$ cat config.mk
export PLATFORM = sky130hd
export DESIGN_NAME = vga_rect_writer
export DESIGN_NICKNAME = d
export VERILOG_FILES = /design/src/rtl/vga_rect_pkg.sv /design/src/rtl/vga_cmd_fifo.sv /design/src/rtl/vga_rect_writer.sv
export SDC_FILE = /design/constraint.sdc
export NUM_CORES = 1
export LEC_CHECK = 0
export CAP_MARGIN = 20
export CORE_UTILIZATION = 56
export CTS_BUF_LIST = sky130_fd_sc_hd__clkbuf_2
export CTS_CLUSTER_SIZE = 40
export DETAILED_ROUTE_END_ITERATION = 10
export PLACE_DENSITY_LB_ADDON = 0.1
export REMOVE_ABC_BUFFERS = 1
export SYNTH_ARGS = -nofsm -noshare
export SYNTH_HDL_FRONTEND = slang
export SYNTH_SLANG_ARGS = --single-unit
$ cat constraint.sdc
create_clock -name clk -period 3.68 [get_ports clk]
set_input_delay 0.736 -clock clk [delete_from_list [all_inputs] [get_ports clk]]
set_output_delay 0.736 -clock clk [all_outputs]
set_load 0.005 [all_outputs]
$ cat src/rtl/vga_rect_pkg.sv
// Shared types and defaults for the rectangle-table writer.
// Holds the FSM state encoding and the FIFO entry layout {clear, addr, data}.
package vga_rect_pkg;

    localparam int RECTBITS_DEF  = 6;
    localparam int DATABITS_DEF  = 32;
    localparam int DEPTHBITS_DEF = 3;

    localparam int ENTRY_BITS_DEF = 1 + RECTBITS_DEF + 1 + DATABITS_DEF;

    typedef enum logic {
        IDLE  = 1'b0,
        CLEAR = 1'b1
    } state_t;

    function automatic int entry_bits(input int rectbits, input int databits);
        return 1 + rectbits + 1 + databits;
    endfunction

endpackage

$ cat src/rtl/vga_cmd_fifo.sv
// Show-ahead synchronous FIFO for queued rectangle commands.
// Pushes while full and pops while empty are ignored.
module vga_cmd_fifo #(
    parameter int WIDTH     = 40,
    parameter int DEPTHBITS = 3
) (
    input  logic             clk,
    input  logic             rst,
    input  logic             push,
    input  logic [WIDTH-1:0] push_data,
    input  logic             pop,
    output logic [WIDTH-1:0] head,
    output logic             full,
    output logic             empty
);

    localparam int DEPTH = 1 << DEPTHBITS;

    logic [WIDTH-1:0]     mem [DEPTH];
    logic [DEPTHBITS-1:0] wr_ptr;
    logic [DEPTHBITS-1:0] rd_ptr;
    logic [DEPTHBITS:0]   count;
    logic                 do_push;
    logic                 do_pop;

    assign do_push = push && !full;
    assign do_pop  = pop && !empty;

    // Occupancy never exceeds DEPTH, so its top bit alone flags full.
    assign full  = count[DEPTHBITS];
    assign empty = (count == '0);
    assign head  = mem[rd_ptr];

    always_ff @(posedge clk) begin
        if (do_push) begin
            mem[wr_ptr] <= push_data;
        end
    end

    always_ff @(posedge clk or posedge rst) begin
        if (rst) begin
            wr_ptr <= '0;
            rd_ptr <= '0;
            count  <= '0;
        end else begin
            if (do_push) begin
                wr_ptr <= wr_ptr + 1'b1;
            end
            if (do_pop) begin
                rd_ptr <= rd_ptr + 1'b1;
            end
            case ({do_push, do_pop})
                2'b10:   count <= count + 1'b1;
                2'b01:   count <= count - 1'b1;
                default: count <= count;
            endcase
        end
    end

endmodule

$ cat src/rtl/vga_rect_writer.sv
// Drains queued rectangle updates into the VGA rectangle table during vblank only,
// including a clear-all command that zeroes every slot in order.
//
// state | meaning
// IDLE  | apply head write entries while vblank is high; start a clear when head is clear-all
// CLEAR | write zero to slot ccnt each vblank cycle; pop the clear entry after the last slot
module vga_rect_writer
    import vga_rect_pkg::*;
#(
    parameter int RECTBITS  = RECTBITS_DEF,
    parameter int DATABITS  = DATABITS_DEF,
    parameter int DEPTHBITS = DEPTHBITS_DEF
) (
    input  logic                clk,
    input  logic                rst,
    input  logic                cmd__valid,
    output logic                cmd__ready,
    input  logic                cmd__clear,
    input  logic [RECTBITS:0]   cmd__addr,
    input  logic [DATABITS-1:0] cmd__data,
    input  logic                vblank,
    output logic [RECTBITS:0]   vg__addr,
    output logic [DATABITS-1:0] vg__data,
    output logic                vg__write,
    output logic                busy
);

    localparam int ENTRY_W = entry_bits(RECTBITS, DATABITS);

    state_t              state, state_n;
    logic [RECTBITS:0]   ccnt, ccnt_n;
    logic [ENTRY_W-1:0]  head;
    logic                full, empty, push, pop;
    logic                head_clear;
    logic [RECTBITS:0]   head_addr;
    logic [DATABITS-1:0] head_data;
    logic                wr_en;
    logic [RECTBITS:0]   wr_addr;
    logic [DATABITS-1:0] wr_data;

    assign cmd__ready = !full;
    assign push       = cmd__valid && !full;
    assign busy       = !empty || (state == CLEAR);

    assign head_clear = head[ENTRY_W-1];
    assign head_addr  = head[DATABITS +: RECTBITS+1];
    assign head_data  = head[DATABITS-1:0];

    vga_cmd_fifo #(
        .WIDTH     (ENTRY_W),
        .DEPTHBITS (DEPTHBITS)
    ) u_fifo (
        .clk       (clk),
        .rst       (rst),
        .push      (push),
        .push_data ({cmd__clear, cmd__addr, cmd__data}),
        .pop       (pop),
        .head      (head),
        .full      (full),
        .empty     (empty)
    );

    always_ff @(posedge clk or posedge rst) begin
        if (rst) begin
            state <= IDLE;
            ccnt  <= '0;
        end else begin
            state <= state_n;
            ccnt  <= ccnt_n;
        end
    end

    always_comb begin
        state_n = state;
        ccnt_n  = ccnt;
        pop     = 1'b0;
        wr_en   = 1'b0;
        wr_addr = ccnt;
        wr_data = '0;
        case (state)
            IDLE: begin
                if (!empty && vblank) begin
                    if (head_clear) begin
                        state_n = CLEAR;
                        ccnt_n  = '0;
                    end else begin
                        pop     = 1'b1;
                        wr_en   = 1'b1;
                        wr_addr = head_addr;
                        wr_data = head_data;
                    end
                end
            end
            CLEAR: begin
                if (vblank) begin
                    wr_en = 1'b1;
                    // Last slot: retire the clear entry rather than wrap into a second pass.
                    if (ccnt == {(RECTBITS+1){1'b1}}) begin
                        pop     = 1'b1;
                        state_n = IDLE;
                        ccnt_n  = '0;
                    end else begin
                        ccnt_n = ccnt + 1'b1;
                    end
                end
            end
            default: state_n = IDLE;
        endcase
    end

    always_ff @(posedge clk or posedge rst) begin
        if (rst) begin
            vg__write <= 1'b0;
            vg__addr  <= '0;
            vg__data  <= '0;
        end else begin
            vg__write <= wr_en;
            if (wr_en) begin
                vg__addr <= wr_addr;
                vg__data <= wr_data;
            end
        end
    end

endmodule

==> metrics <==
latest clock arrival within the worst-skew pair 850 ps; # DRC 0; Antenna Nets Post-Route 0; RSZ-0062 raised after global routing no; fin area 16920 um2; initial antenna violation count 2; fraction of registers with async set/reset 15.34%; Root Buffer clkbuf_2; Syn-to-layout area delta 15.79%; maximum clock frequency 0.3209 GHz; cts bufs inserted 91; drt wl/cell 22.04 um; minimum clock period 3116 ps; Rel. slew slack 42.72%; Leakage 6.197 nW; dominant synthesized flop cell edfxtp_1; initial DRC count 634; maximum clock path buffer count 3; Post-CTS Setup Bufs 0; hpwl dp 16190 um; IR drop worst, VDD 0.5793 mV; post-synthesis cell count 705; GRT Residual Overflow 0; Setup crit end kind primary output; sequential area share after synthesis 75.68%; CP top delay family simple AND/OR/NAND/NOR gates; Tightest Hold Check Type primary input to asynchronous set/reset pin; CTS Sinks 378; Critical path origin u_fifo.count[0]; status completed; Setup TNS Final 0 ps; vias in the first global route 7904; Routed Wire Length 28230 um; CTS H-tree depth 3; Core Box Area 25400 um2; Synth Warn # 0; max cap viols 0; power per cell area 679.2 nW/um2; CTS tree yes; Critical Path AT 2380 ps; Post-Syn Area 14620 um2; number of flops mapped to enable cells by yosys 320; Starting Density 57.54%; drt first pass iters 4; fill count 1760; vias per std cell 5.661; Slowest cell on crit path nor4_1; CP Buf/Inv Count 1; Total GRT Usage 22.72%; r2r startpoint u_fifo.rd_ptr[0]; final clock period utilization by the worst path 84.68%; synthesized flop and latch total 378; FP Rows 58; Post-Syn Area per Cell 20.73 um2; largest net degree at the start of global routing 47; Distinct cells, synth 38; I/O pin cnt 86; Max Slew Vio Count 0; Final Instance Count excl. Fillers 1281; Port Buffers 85; CP max stage delay 530 ps; Setup Skew 97.79 ps; first-pass GRT wire length 44640 um; placed insts 1109; critical path required time 2940 ps; Final Power 11.49 mW; Clk pin slew, worst setup/hold paths 100 ps; Layout Nets 922; Slew @ Worst Pin 859.1 ps; Placer Congestion 0.7575; Final Hold Vio Count 0; Die Span Y 163.6 um; die area 26750 um2; critical path, cell by cell nor4_1 > nand2b_1 > clkdlybuf4s50_1; die width 163.6 um; CP Max Fanout 6; CP Launch Type register; CP Class register to primary output; Resized cells post-CTS 0; final setup violating endpoints 0; post-layout util 66.63%; layout cell share with drive strength beyond 1 28.42%; Via Count 7252; hold_buf cts 0; placed inst area 16070 um2
## flip-flops by register name, summed over array words and instances (netlist names)
| name | count |
|---|---|
| u_fifo.count | 4 |
| u_fifo.rd_ptr | 3 |
| vg__data | 32 |
| u_fifo.mem | 320 |
| u_fifo.wr_ptr | 3 |
| ccnt | 7 |
| state | 1 |
| vg__write | 1 |
| vg__addr | 7 |
## cell type report
type | instances | area [um2] | area share [%]
Sequential cell | 378 | 11070 | 65.42
Tap cell | 330 | 412.9 | 2.440
Clock buffer | 136 | 680.7 | 4.022
Antenna cell | 1 | 2.502 | 0.01479
Inverter | 5 | 18.77 | 0.1109
Timing Repair Buffer | 109 | 1126 | 6.654
Clock inverter | 35 | 175.2 | 1.035
Multi-Input combinational cell | 287 | 3436 | 20.30
## per-stage QoR
| stage | hold slack, ps | worst slack [ps] |
|---|---|---|
| 2_1_floorplan | 480.5 | -1906 |
| 3_3_place_gp | 499.1 | 611.8 |
| 3_5_place_dp | 523.2 | 520.1 |
| 4_1_cts | 287.4 | 461.2 |
| 5_1_grt | 315.4 | 344.4 |
| 6_report | 356.9 | 563.8 |
## report_power, final
part           leakage (nW)  internal, mW  switching, mW
registers              3.62          5.20          0.295
clock network         0.663          1.08           1.61
logic                  1.91          1.69           1.62
total                  6.20          7.97           3.52
## cell usage in the layout, fill, tap and decap left out, types with 3 or more instances in the layout
cell type        Yosys  layout
edfxtp_1           320     320
clkbuf_2             0     136
mux2i_1             89      89
clkdlybuf4s50_1      0      85
mux4_2              79      79
dfrtp_1             58      55
nand2_1             42      40
clkinv_1             0      22
buf_4                6      17
a21o_1               6       6
nor2_4               0       6
ha_1                 6       6
clkinv_2             0       6
buf_12               0       6
xnor2_1              5       5
inv_2                0       5
nand3_1              4       4
o21ai_0              4       4
nor3_1               6       4
xor2_1               4       4
inv_1                5       4
nand2b_1             4       4
o41ai_1              3       3
a21oi_1              3       3
nor2_1               9       3
dfrtp_4              0       3
## worst reg2reg max path: cells and delay by family, from the launching register on
family / cells / cell delay (ps)
XOR/XNOR: 3 / 480
AND/OR/NAND/NOR: 1 / 60
adder cells (fa/ha/maj): 2 / 500
multiplexers: 2 / 710
flip-flops: 1 / 540
buffers and inverters: 1 / 120
AO/OA/AOI/OAI: 2 / 510
## synthesized netlist by cell type (all sizes together), types with 2 or more instances
cell type | count | area share [%]
a21o | 6 | 0.31
a21oi | 3 | 0.10
and3 | 2 | 0.086
buf | 17 | 0.67
clkbuf | 18 | 0.46
dfrtp | 58 | 9.9
edfxtp | 320 | 66
ha | 6 | 0.51
inv | 5 | 0.13
mux2 | 2 | 0.15
mux2i | 89 | 6.1
mux4 | 79 | 12
nand2 | 42 | 1.1
nand2b | 4 | 0.17
nand3 | 4 | 0.14
nor2 | 9 | 0.23
nor2b | 2 | 0.086
nor3 | 6 | 0.21
o211ai | 2 | 0.10
o21ai | 4 | 0.14
o22ai | 2 | 0.086
o41ai | 3 | 0.18
or2 | 2 | 0.086
xnor2 | 5 | 0.30
xor2 | 4 | 0.24
## per-layer routing
| layer | track usage (%) | vias to the layer above | part of all wire (%) |
|---|---|---|---|
| met3 | 4.799 | 56 | 5.4 |
| li1 | - | 3256 | - |
| met2 | 36.67 | 211 | 51 |
| met1 | 30.98 | 3727 | 42 |
| met5 | 0 | - | 0.039 |
| met4 | 7.955 | 2 | 1.9 |
## logic make-up after synthesis
group / after synthesis / synth area share [%]
simple gates: 76 / 2.320
mux: 170 / 18.42
fa+ha+maj: 6 / 0.5136
flops: 378 / 75.68
compound gates: 26 / 1.267
buf+inv: 40 / 1.258
xor+xnor: 9 / 0.5393
## path summary, 6_finish.rpt
| check | cells after the start | endpoint | slack (ps) |
|---|---|---|---|
| max | 3 | busy | 560 |
| min | 2 | vg__data[7] | 360 |
| max reg2reg | 11 | u_fifo.count[2] | 630 |
| min reg2reg | 2 | vg__data[26] | 530 |
| max in group asynchronous | 3 | vg__data[27] | 2530 |
| min in group clk | 2 | vg__data[26] | 530 |
Note: power is estimated with default switching activity, not from simulation.
